[config.mk]
export PLATFORM = sky130hd
export DESIGN_NAME = magnetron_ctrl
export DESIGN_NICKNAME = d
export VERILOG_FILES = /design/src/rtl/magnetron_ctrl.sv
export SDC_FILE = /design/constraint.sdc
export NUM_CORES = 1
export LEC_CHECK = 0
export ABC_AREA = 1
export CAP_MARGIN = 20
export CORE_ASPECT_RATIO = 1.25
export CORE_MARGIN = 4
export CORE_UTILIZATION = 40
export CTS_BUF_LIST = sky130_fd_sc_hd__clkbuf_4 sky130_fd_sc_hd__clkbuf_8
export DETAILED_ROUTE_END_ITERATION = 8
export PLACE_DENSITY = 0.66
export SYNTH_ARGS = -nofsm -noshare
export SYNTH_HDL_FRONTEND = slang
export SYNTH_SLANG_ARGS = --single-unit
export TNS_END_PERCENT = 50
[constraint.sdc]
create_clock -name clk -period 2.25 [get_ports clk]
set_input_delay 0.3375 -clock clk [delete_from_list [all_inputs] [get_ports clk]]
set_output_delay 0.3375 -clock clk [all_outputs]
set_load 0.005 [all_outputs]
[src/rtl/magnetron_ctrl.sv]
// magnetron_ctrl: microwave cook controller with door interlock, one-second
// cook ticks and one-cycle set/reset pulses for an external magnetron SR latch.
// Optional feature: define MAGNETRON_PAUSE_EN to enable pause/resume support.
// Without the macro, stop or an opened door cancels a cook outright.
module magnetron_ctrl #(
    parameter int unsigned TICK_CYCLES = 50000000,
    parameter int unsigned TIME_W      = 13
) (
    input  logic              clk,
    input  logic              rst,
    input  logic              door_closed,
    input  logic              start,
    input  logic              stop,
    input  logic              load,
    input  logic [TIME_W-1:0] load_sec,
    output logic              mag_set,
    output logic              mag_reset,
    output logic [TIME_W-1:0] time_left,
    output logic [1:0]        state,
    output logic              done
);

    localparam int unsigned PW = (TICK_CYCLES > 2) ? $clog2(TICK_CYCLES) : 1;

    typedef enum logic [1:0] {
        ST_IDLE    = 2'b00,
        ST_COOKING = 2'b01,
        ST_PAUSED  = 2'b10,
        ST_DONE    = 2'b11
    } state_t;

    state_t            state_q, state_d;
    logic [TIME_W-1:0] time_left_q, time_left_d;
    logic [PW-1:0]     presc_q, presc_d;
    logic              mag_set_q, mag_set_d;
    logic              mag_reset_q, mag_reset_d;
    logic              done_q, done_d;
    logic              tick;

    // Next-state, timer and prescaler; latch pulses derive from the state change
    // so they land in the same cycle the new state becomes visible.
    always_comb begin
        state_d     = state_q;
        time_left_d = time_left_q;
        presc_d     = presc_q;
        tick        = (presc_q == PW'(TICK_CYCLES - 1));

        case (state_q)
            ST_IDLE: begin
                presc_d = '0;
                // Door/stop have no action of their own here; an accepted start
                // outranks a simultaneous load.
                if (start && door_closed && (time_left_q != '0)) begin
                    state_d = ST_COOKING;
                end else if (load) begin
                    time_left_d = load_sec;
                end
            end
            ST_COOKING: begin
                if (!door_closed || stop) begin
`ifdef MAGNETRON_PAUSE_EN
                    state_d = ST_PAUSED;
`else
                    state_d     = ST_IDLE;
                    time_left_d = '0;
                    presc_d     = '0;
`endif
                end else if (tick) begin
                    presc_d = '0;
                    if (time_left_q > TIME_W'(1)) begin
                        time_left_d = time_left_q - TIME_W'(1);
                    end else begin
                        time_left_d = '0;
                        state_d     = ST_DONE;
                    end
                end else begin
                    presc_d = presc_q + PW'(1);
                end
            end
            ST_PAUSED: begin
`ifdef MAGNETRON_PAUSE_EN
                if (stop) begin
                    state_d     = ST_IDLE;
                    time_left_d = '0;
                    presc_d     = '0;
                end else if (start && door_closed) begin
                    state_d = ST_COOKING;
                end
`else
                state_d     = ST_IDLE;
                time_left_d = '0;
                presc_d     = '0;
`endif
            end
            default: begin
                presc_d = '0;
                if (!door_closed || stop || load) begin
                    state_d = ST_IDLE;
                end
                if (load) begin
                    time_left_d = load_sec;
                end
            end
        endcase

        mag_set_d   = (state_d == ST_COOKING) && (state_q != ST_COOKING);
        mag_reset_d = (state_q == ST_COOKING) && (state_d != ST_COOKING);
        done_d      = (state_d == ST_DONE);
    end

    // State and output registers; reset holds the magnetron latch forced off.
    always_ff @(posedge clk or posedge rst) begin
        if (rst) begin
            state_q     <= ST_IDLE;
            time_left_q <= '0;
            presc_q     <= '0;
            mag_set_q   <= 1'b0;
            mag_reset_q <= 1'b1;
            done_q      <= 1'b0;
        end else begin
            state_q     <= state_d;
            time_left_q <= time_left_d;
            presc_q     <= presc_d;
            mag_set_q   <= mag_set_d;
            mag_reset_q <= mag_reset_d;
            done_q      <= done_d;
        end
    end

    assign mag_set   = mag_set_q;
    assign mag_reset = mag_reset_q;
    assign time_left = time_left_q;
    assign state     = state_q;
    assign done      = done_q;

endmodule

==> impl_metrics.yaml, run 1 <==
status:
  run_status: "complete, no violations"
synth:
  avgSynthCellArea_um2: 7.84
  synth_area_um2: 2790
  synth.ff_latch_count: 44
  syn-instance-count: 356
  yosysWarningCount: 0
  synth.distinct_cells: 38
  synth-async-reset-ratio_pct: 100
  synth-main-ff-cell: "sky130_fd_sc_hd__dfrtp_1"
  syn-num-nets: 383
  number_of_enable_flip_flop_cells_after_synthesis: 0
  synth.yosys.seq_area_share_pct: 39.5
place:
  place.detailed.hpwl_um: 4660
  finalWeightedCongestion: 0.859
  io_buffer_count: 36
  place_area_um2: 3250
grt:
  grt_antenna_before_repair: 0
  grt_max_degree: 21
  globalRouteTotalUtil_pct: 16.5
  wire_length_of_the_first_global_routing_pass_um: 10900
  use_met1_pct: 20.3
  grt_pass1_vias: 2424
  globalRoute.busiestLayer: "met2"
  overall_overflow_remaining_after_global_route: 0
  gr-usage-met3_pct: 3.20
  global_route.usage.met2_pct: 28.7
cells_and_area:
  commonest_cells_after_routing_fill_and_taps_aside: "sky130_fd_sc_hd__nand2_1 (75), sky130_fd_sc_hd__nor2_1 (53), sky130_fd_sc_hd__dfrtp_1 (43), sky130_fd_sc_hd__inv_1 (41), sky130_fd_sc_hd__clkdlybuf4s50_1 (36)"
  post_route_cells_drive_above_1_share_pct: 12.8
  syn2layout_area_growth_pct: 20.0
  layout.cells.most_common: "sky130_fd_sc_hd__nand2_1"
  net_count_final: 425
  postLayoutCoreUtil_pct: 50.1
  insertedDiodeCount: 0
  final_area_um2: 3350
sta:
  layout_worst_path_cycle_share_pct: 85.6
  setup-tns-final_ns: 0
  slew-limit-headroom_pct: 52.2
  clock_skew_ns: 0.00742
  fmax_ghz: 0.519
  max_slew.worst_pin.slew_ns: 0.712
  final_max_slew_viol_count: 0
  finalSetupViolations: 0
  rsz0062_at_grt: "false"
  final-hold-violation-count: 0
  timing.final.crit_period_ns: 1.93
setup_path:
  required_ns: 2.44
  worstPathMaxFanout: 20
  timing.setup.critical_path_class: "reg2reg"
  cp-start-kind: "flop"
  crit_arrival_ns: 2.12
  cp-end-kind: "flop"
detailed_routing:
  number_of_drc_violations_after_detailed_routing: 0
  ant_nets: 0
  route.final.wire_length_um: 6070
  routedWlPerCell_um: 12.5
  detail_route.first_pass.iterations: 4
  dr.first_iter.drc_count: 104
  route.detailed.vias_per_inst: 4.93
  dr_total_vias: 2395
floorplanning:
  die_area_um2: 8380
  num_io_pins: 37
  die-height_um: 101
  initial_util_pct: 41.7
  core_area_um2: 6690
  placement_row_count: 33
  die_w_um: 82.7
hold_path:
  min-delay-path-class: "in2async"
flow_run:
  maxCapViolCount: 0
clock_network:
  tritoncts: "yes"
  cts.repair_timing.setup_buffer_count: 0
  worstSkewPairLatency_ns: 0.30
  postCtsHoldBufs: 0
  htree_num_levels: 2
  cts-buffers-inserted: 5
  clk_buf_depth: 2
  cts-resized-gates: 0
  worst_setup_hold_path_clk_slew_ns: 0.09
  clkSinkCount: 44
  cts-root-buf: "sky130_fd_sc_hd__clkbuf_8"
power:
  power.density_cell_area_nw_per_um2: 882
  leakage_nw: 1.42
  worst_vdd_ir_uv: 539
final timing paths:
| path | startpoint | to | slack, ns | cells after the start |
|---|---|---|---|---|
| hold reg to reg | presc_q[0] | presc_q[0] | 0.48 | 1 |
| max in group asynchronous | rst | presc_q[5] | 1.27 | 3 |
| min in group clk | presc_q[0] | presc_q[0] | 0.48 | 1 |
| hold / removal | rst | presc_q[7] | 0.38 | 2 |
| setup reg to reg | presc_q[0] | time_left[5] | 0.32 | 11 |
| setup / recovery | presc_q[0] | time_left[5] | 0.32 | 11 |
area by class of cell:
| type | instances | area [um2] |
|---|---|---|
| Fill cell | 649 | 3340 |
| Multi-Input combinational cell | 259 | 1450 |
| Sequential cell | 44 | 1100 |
| Timing Repair Buffer | 40 | 403 |
| Inverter | 48 | 183 |
| Tap cell | 87 | 109 |
| Clock buffer | 7 | 90.1 |
| Clock inverter | 1 | 7.51 |
registers in the layout, indices dropped and copies added, names as in the netlist:
register and flops:
presc_q 26, state 2, mag_set 1, time_left 13, mag_reset 1, done 1
critical path, stage by stage, from the launching register on:
cell	delay [ns]
sky130_fd_sc_hd__dfrtp_1	0.38
sky130_fd_sc_hd__ha_1	0.21
sky130_fd_sc_hd__nand3_2	0.13
sky130_fd_sc_hd__nor2_4	0.13
sky130_fd_sc_hd__nand2_2	0.08
sky130_fd_sc_hd__nor2_4	0.14
sky130_fd_sc_hd__a21oi_4	0.07
sky130_fd_sc_hd__buf_12	0.15
sky130_fd_sc_hd__nor2_8	0.27
sky130_fd_sc_hd__inv_4	0.10
sky130_fd_sc_hd__nand2_1	0.08
sky130_fd_sc_hd__o21ai_2	0.05
where the power goes:
group | internal, mW | total, mW | switching [mW]
registers | 0.931 | 1.11 | 0.179
clock network | 0.262 | 0.535 | 0.273
logic | 0.605 | 1.31 | 0.702
total | 1.80 | 2.95 | 1.15
synth_stat cells, drive strengths merged (2+ instances only):
cell,instances,area (um2)
nand2,81,319
nor2,67,340
inv,47,179
dfrtp,43,1080
o21ai,21,120
a21oi,16,103
nand3,16,105
xor2,13,114
ha,8,100
nand4,8,56.3
nor3,8,45.0
a31oi,5,31.3
buf,5,51.3
o22ai,5,31.3
xnor2,4,35.0
a22oi,2,15.0
metrics by stage:
stage / setup WS [ns] / hold slack [ns] / instances / power, mW
6_report: 0.324 / 0.376 / 486 / 2.95
3_5_place_dp: 0.284 / 0.474 / 478 / 2.43
2_1_floorplan: 0.621 / 0.453 / 356 / 1.95
5_1_grt: 0.117 / 0.435 / 486 / 3.20
4_1_cts: 0.297 / 0.392 / 486 / 2.98
3_3_place_gp: 0.358 / 0.464 / 478 / 2.42
metal layers:
layer	routed length, um	vias up	share of wire, %
met5	0	-	0
met2	3190	50	52
met3	229	10	3.8
li1	-	1227	-
met1	2570	1108	42
met4	85	0	1.4
kinds of logic after synthesis:
| kind of cell | count (synthesis) | synth area share (%) |
|---|---|---|
| AND/OR/NAND/NOR | 183 | 31.8 |
| buffers and inverters | 53 | 8.39 |
| AO/OA/AOI/OAI | 51 | 11.3 |
| flip-flops | 44 | 39.5 |
| XOR/XNOR | 17 | 5.34 |
| adder cells (fa/ha/maj) | 8 | 3.59 |
(Power assumes the default switching activity.)
==> run 2: changes to the inputs <==
- SKIP_CTS_REPAIR_TIMING: unset -> 1
- SLEW_MARGIN: unset -> 20
==> results of run 2 <==
No change in the layout: final DEF, timing and power equal those of run 1.
==> run 3: changes to the inputs <==
- ABC_AREA: 1 -> unset
- clock period: 2.25 -> 2.31 ns (I/O delays scaled with it)
==> run 3 against run 2 <==
  * Routed wire length rose by 3.3%
  * Combinational power fell by 64%
  * Register-to-register slack got worse by 0.14 ns
  * First-iteration DRC count rose by 13%
  * Design area fell by 0.64%
  * Critical path type unchanged
==> impl_metrics.yaml, run 3 <==
place:
  io_buffer_count: 36
  post-place-cells: 416
  place_area_um2: 3210
  place.detailed.hpwl_um: 4620
  finalWeightedCongestion: 0.879
cells_and_area:
  stdcell_count: 424
  syn2layout_area_growth_pct: 25.2
  final_area_um2: 3330
  layout.cells.most_common: "sky130_fd_sc_hd__dfrtp_1"
  insertedDiodeCount: 0
  postLayoutCoreUtil_pct: 52.6
  register_with_the_highest_flop_count: "presc_q"
  post_route_cells_drive_above_1_share_pct: 9.44
  commonest_cells_after_routing_fill_and_taps_aside: "sky130_fd_sc_hd__dfrtp_1 (43), sky130_fd_sc_hd__nor2_1 (37), sky130_fd_sc_hd__clkdlybuf4s50_1 (36), sky130_fd_sc_hd__inv_1 (21), sky130_fd_sc_hd__xnor2_1 (16)"
  largest_reg_flops: 26
  fillerInstances: 650
  net_count_final: 365
synth:
  synth.top_cells.by_count: "sky130_fd_sc_hd__dfrtp_1 (43), sky130_fd_sc_hd__nor2_1 (37), sky130_fd_sc_hd__inv_1 (22)"
  avgSynthCellArea_um2: 9.16
  yosysWarningCount: 0
  synth_top_cell_area_share_pct: 40.5
  yosys-top-cells-area: "sky130_fd_sc_hd__dfrtp_1 (41%), sky130_fd_sc_hd__xnor2_1 (5.3%), sky130_fd_sc_hd__nor2_1 (5.2%)"
  synth.distinct_cells: 43
  synth-main-ff-cell: "sky130_fd_sc_hd__dfrtp_1"
  syn-num-nets: 317
  synth_area_um2: 2660
  synth.ff_latch_count: 44
  synth-async-reset-ratio_pct: 100
  syn-instance-count: 290
  synth.yosys.seq_area_share_pct: 41.5
  synth_largest_area_cell: "sky130_fd_sc_hd__dfrtp_1"
  number_of_enable_flip_flop_cells_after_synthesis: 0
  synth_most_common_cell: "sky130_fd_sc_hd__dfrtp_1"
detailed_routing:
  route.final.wire_length_um: 6280
  route.detailed.vias_per_inst: 5.41
  dr_total_vias: 2295
  ant_nets: 0
  routedWlPerCell_um: 14.8
  detail_route.first_pass.iterations: 4
  dr.first_iter.drc_count: 117
  number_of_drc_violations_after_detailed_routing: 0
setup_path:
  cp-start-kind: "flop"
  worst_path_max_delay_cell: "sky130_fd_sc_hd__or4_4"
  worst_r2r_startpoint: "time_left[12]"
  timing.critical_path.buf_inv: 0
  r2r_setup_slack_ns: 0.18
  required_ns: 2.56
  cp-end-kind: "flop"
  crit_cells: 5
  worstPathMaxFanout: 6
  reg2reg_path_depth: 5
  crit_arrival_ns: 2.38
  cp_cell_sequence: "nor4_1 > nand2_1 > or4_4 > o211ai_1 > o21a_1"
  timing.setup.critical_path_class: "reg2reg"
  cpPeakStageDelay_ns: 0.56
  timing.critical_path.max_delay_family: "simple AND/OR/NAND/NOR gates"
  crit-reg2reg-capture: "mag_reset"
sta:
  final_max_slew_viol_count: 0
  final-hold-violation-count: 0
  clock_skew_ns: 0.00962
  max_slew.worst_pin.slew_ns: 0.749
  rsz0062_at_grt: "false"
  fmax_ghz: 0.469
  slew-limit-headroom_pct: 49.8
  setup-tns-final_ns: 0
  layout_worst_path_cycle_share_pct: 92.2
  timing.final.crit_period_ns: 2.13
  finalSetupViolations: 0
power:
  power.density_cell_area_nw_per_um2: 599
  worst_vdd_ir_uv: 283
  leakage_nw: 1.32
flow_run:
  maxCapViolCount: 0
clock_network:
  htree_num_levels: 2
  tritoncts: "yes"
  clk_buf_depth: 2
  cts-buffers-inserted: 5
  worstSkewPairLatency_ns: 0.30
  worst_setup_hold_path_clk_slew_ns: 0.09
  clkSinkCount: 44
  cts-root-buf: "sky130_fd_sc_hd__clkbuf_8"
floorplanning:
  core_area_um2: 6330
  placement_row_count: 32
  die-height_um: 99.1
  die_area_um2: 8020
  die_w_um: 80.9
  initial_util_pct: 42.0
  num_io_pins: 37
grt:
  grt_max_degree: 38
  grt_antenna_before_repair: 0
  wire_length_of_the_first_global_routing_pass_um: 10500
  grt_pass1_vias: 2266
  globalRouteTotalUtil_pct: 16.4
  overall_overflow_remaining_after_global_route: 0
hold_path:
  min-delay-path-class: "in2async"
status:
  run_status: "complete, no violations"
## run 3: cell types whose count changed after synthesis, moves of 7 or more
cell | before | now
sky130_fd_sc_hd__nor2_4 | 8 | 0
sky130_fd_sc_hd__o211ai_1 | 0 | 14
sky130_fd_sc_hd__o21ai_0 | 11 | 2
sky130_fd_sc_hd__a21oi_1 | 14 | 7
sky130_fd_sc_hd__inv_1 | 42 | 22
sky130_fd_sc_hd__a22o_1 | 0 | 9
sky130_fd_sc_hd__xnor2_1 | 4 | 16
sky130_fd_sc_hd__nand2_1 | 75 | 13
sky130_fd_sc_hd__nor2_1 | 53 | 37
## run 3: final cells by class
class	instances	area (um2)	share of cell area, %
Multi-Input combinational cell	213	1430	42.8
Sequential cell	44	1100	33.1
Clock inverter	2	38.8	1.17
Inverter	23	86.3	2.59
Tap cell	85	106	3.20
Clock buffer	6	82.6	2.48
Timing Repair Buffer	51	485	14.6
## run 3: cell families (layout without fill, tap and decap cells)
| logic type | after synthesis | after routing | synth area share [%] |
|---|---|---|---|
| simple gates | 129 | 129 | 26.8 |
| compound gates | 51 | 51 | 14.6 |
| flops | 44 | 44 | 41.5 |
| buf+inv | 33 | 82 | 4.99 |
| xor+xnor | 23 | 23 | 7.58 |
| fa+ha+maj | 8 | 8 | 3.77 |
| mux | 2 | 2 | 0.848 |
## run 3: stage by stage
step	worst slack, ns	power [mW]	hold WS [ns]
CTS	0.155	2.02	0.404
global placement	0.183	1.38	0.471
floorplan	0.282	1.14	0.455
global route	0.0347	2.11	0.452
finish	0.180	1.99	0.386
detailed placement	0.184	1.39	0.478
## run 3: how the worst max path moves through the flow
stage	startpoint	endpoint	slack, ns
final	time_left[12]	mag_reset	0.18
after detailed placement	time_left[12]	mag_reset	0.18
after global placement	time_left[12]	mag_reset	0.18
after CTS	time_left[12]	mag_reset	0.15
after global routing	time_left[9]	time_left[1]	0.03
after floorplan	time_left[4]	time_left[0]	0.28
## run 3: worst reg2reg max path, delay by kind of cell (launching register included)
family	cells	cell delay, ns
AND/OR/NAND/NOR	3	1.11
AO/OA/AOI/OAI	2	0.52
flip-flops	1	0.46
## run 3: layer usage
| layer | global-route usage (%) | wire [um] | vias up | part of all wire, % |
|---|---|---|---|---|
| li1 | - | - | 1147 | - |
| met1 | 19.9 | 2640 | 1092 | 42 |
| met2 | 28.6 | 3280 | 47 | 52 |
| met3 | 3.44 | 262 | 9 | 4.2 |
| met4 | 5.59 | 98 | 0 | 1.6 |
| met5 | 0 | 0 | - | 0 |
## run 3: where the power goes
| part | switching [mW] | total, mW | internal [mW] |
|---|---|---|---|
| logic | 0.219 | 0.472 | 0.253 |
| clock network | 0.272 | 0.625 | 0.354 |
| registers | 0.0738 | 0.896 | 0.822 |
| total | 0.565 | 1.99 | 1.43 |
==> patch, RTL diff (flow settings as in run 1) <==
`TICK_CYCLES`: 50000000 -> 25000000.
--- a/src/rtl/magnetron_ctrl.sv
+++ b/src/rtl/magnetron_ctrl.sv
@@ -3,7 +3,7 @@
 // Optional feature: define MAGNETRON_PAUSE_EN to enable pause/resume support.
 // Without the macro, stop or an opened door cancels a cook outright.
 module magnetron_ctrl #(
-    parameter int unsigned TICK_CYCLES = 50000000,
+    parameter int unsigned TICK_CYCLES = 25000000,
     parameter int unsigned TIME_W      = 13
 ) (
     input  logic              clk,
Formal check against the unedited RTL: no difference found for any inputs over 10 cycles, from zero or initial values and one cycle with rst high; that may be too few to reach the edited logic, so the function may still have changed.
==> patch against run 1 <==
Sequential cell count decreased by 1; highest routed layer unchanged; cell area increased by 0.86%; sequential share of layout area decreased by 1.0 points; area after synthesis increased by 0.58%; setup slack improved by 0.059 ns; synthesized cell count increased by 8.1%; largest cell class unchanged; wire length increased by 12%.
Power is not compared: it rests on default switching activity, and its combinational part moved more than twofold at a synthesized area within 25%.
==> patch: results <==
layout:
  drive_above_1_share_pct: 10.3
  nFillCells: 681
  final_cells: 515
  nets: 454
  largest_reg_flops: 25
worst_setup_path:
  cpPeakStageDelay_ns: 0.41
  critPathMaxFanout: 4
  endpoint: "presc_q[19]$_DFF_PP0_"
  crit_start: "presc_q[2]$_DFF_PP0_"
  rr_worst_depth: 10
routing:
  vias: 2639
  avgRoutedWirePerCell_um: 13.2
  first_pass_iters: 5
  drt_iter0_drc: 144
sta:
  worst_slack_ns: 0.383
  worstMarginPinSlew_ns: 0.450
  fin_skew_ns: 0.00611
synthesis:
  synth_nets: 412
  synth_area_per_cell_um2: 7.29
  synth-compound-area-share_pct: 12.4
  synthAdderAreaFrac_pct: 3.57
  ys_seq_area_share_pct: 38.4
  netlist_top_cells_area: "dfrtp_1 37%, nand2_1 12%, nor2_1 7.5%"
  synthXorXnorAreaFrac_pct: 2.50
place:
  pre_cts_ws_ns: 0.205
  routabilityCongestion: 0.884
  placed_area_um2: 3290
  dp_hpwl_um: 5200
  dp_cells: 507
  port_buffers: 36
global_route:
  track_usage_pct: 17.1
  grt_max_degree: 44
  grt_pass1_vias: 2677
  grt_pass1_wl_um: 11800
outcome:
  status: "complete, no violations"
clock_tree:
  cts_buffer_depth: 2
## patch: how the worst min path moves through the flow
stage | end | slack [ns]
after CTS | time_left[0]$_DFFE_PP0P_ | 0.38
final | presc_q[14]$_DFF_PP0_ | 0.37
after detailed placement | presc_q[0]$_DFF_PP0_ | 0.47
after global placement | presc_q[0]$_DFF_PP0_ | 0.45
after global routing | time_left[0]$_DFFE_PP0P_ | 0.39
after floorplan | presc_q[0]$_DFF_PP0_ | 0.43
## patch: final cells by class
type	count	area (µm²)	share of cell area (%)
Clock inverter	3	20.0	0.593
Tap cell	87	109	3.22
Sequential cell	43	1080	31.9
Multi-Input combinational cell	286	1490	44.2
Clock buffer	5	68.8	2.04
Timing Repair Buffer	40	415	12.3
Inverter	51	193	5.71
## patch: routing by layer
metal  GRT usage (%)  wire length, µm  vias up
met4            7.92              174        0
met5               0                0        -
met3            2.28              324       19
met1            19.4             2750     1205
met2            32.0             3570       86
li1                -                -     1329
## patch: worst register-to-register path, stage by stage (launching register included)
cell     delay (ns)
dfrtp_1        0.41
nand3_1        0.15
inv_2          0.10
nand3_1        0.17
nor2_1         0.19
nand2_1        0.10
nor2_1         0.10
nand2_1        0.09
nor2_2         0.15
nand4_1        0.14
and2_1         0.18
## patch: where the power goes
| group | leakage [µW] | internal [µW] | switching [µW] | total [µW] |
|---|---|---|---|---|
| Clock | 0.0000402 | 216 | 286 | 502 |
| Sequential | 0.000577 | 829 | 81.3 | 910 |
| Combinational | 0.000855 | 253 | 260 | 512 |
| Total | 0.00147 | 1300 | 627 | 1920 |
## patch: cells by family (layout without fill, tap and decap cells)
family | Yosys count | count (layout)
simple gates | 211 | 211
compound gates | 59 | 59
buf+inv | 56 | 99
flops | 43 | 43
fa+ha+maj | 8 | 8
xor+xnor | 8 | 8
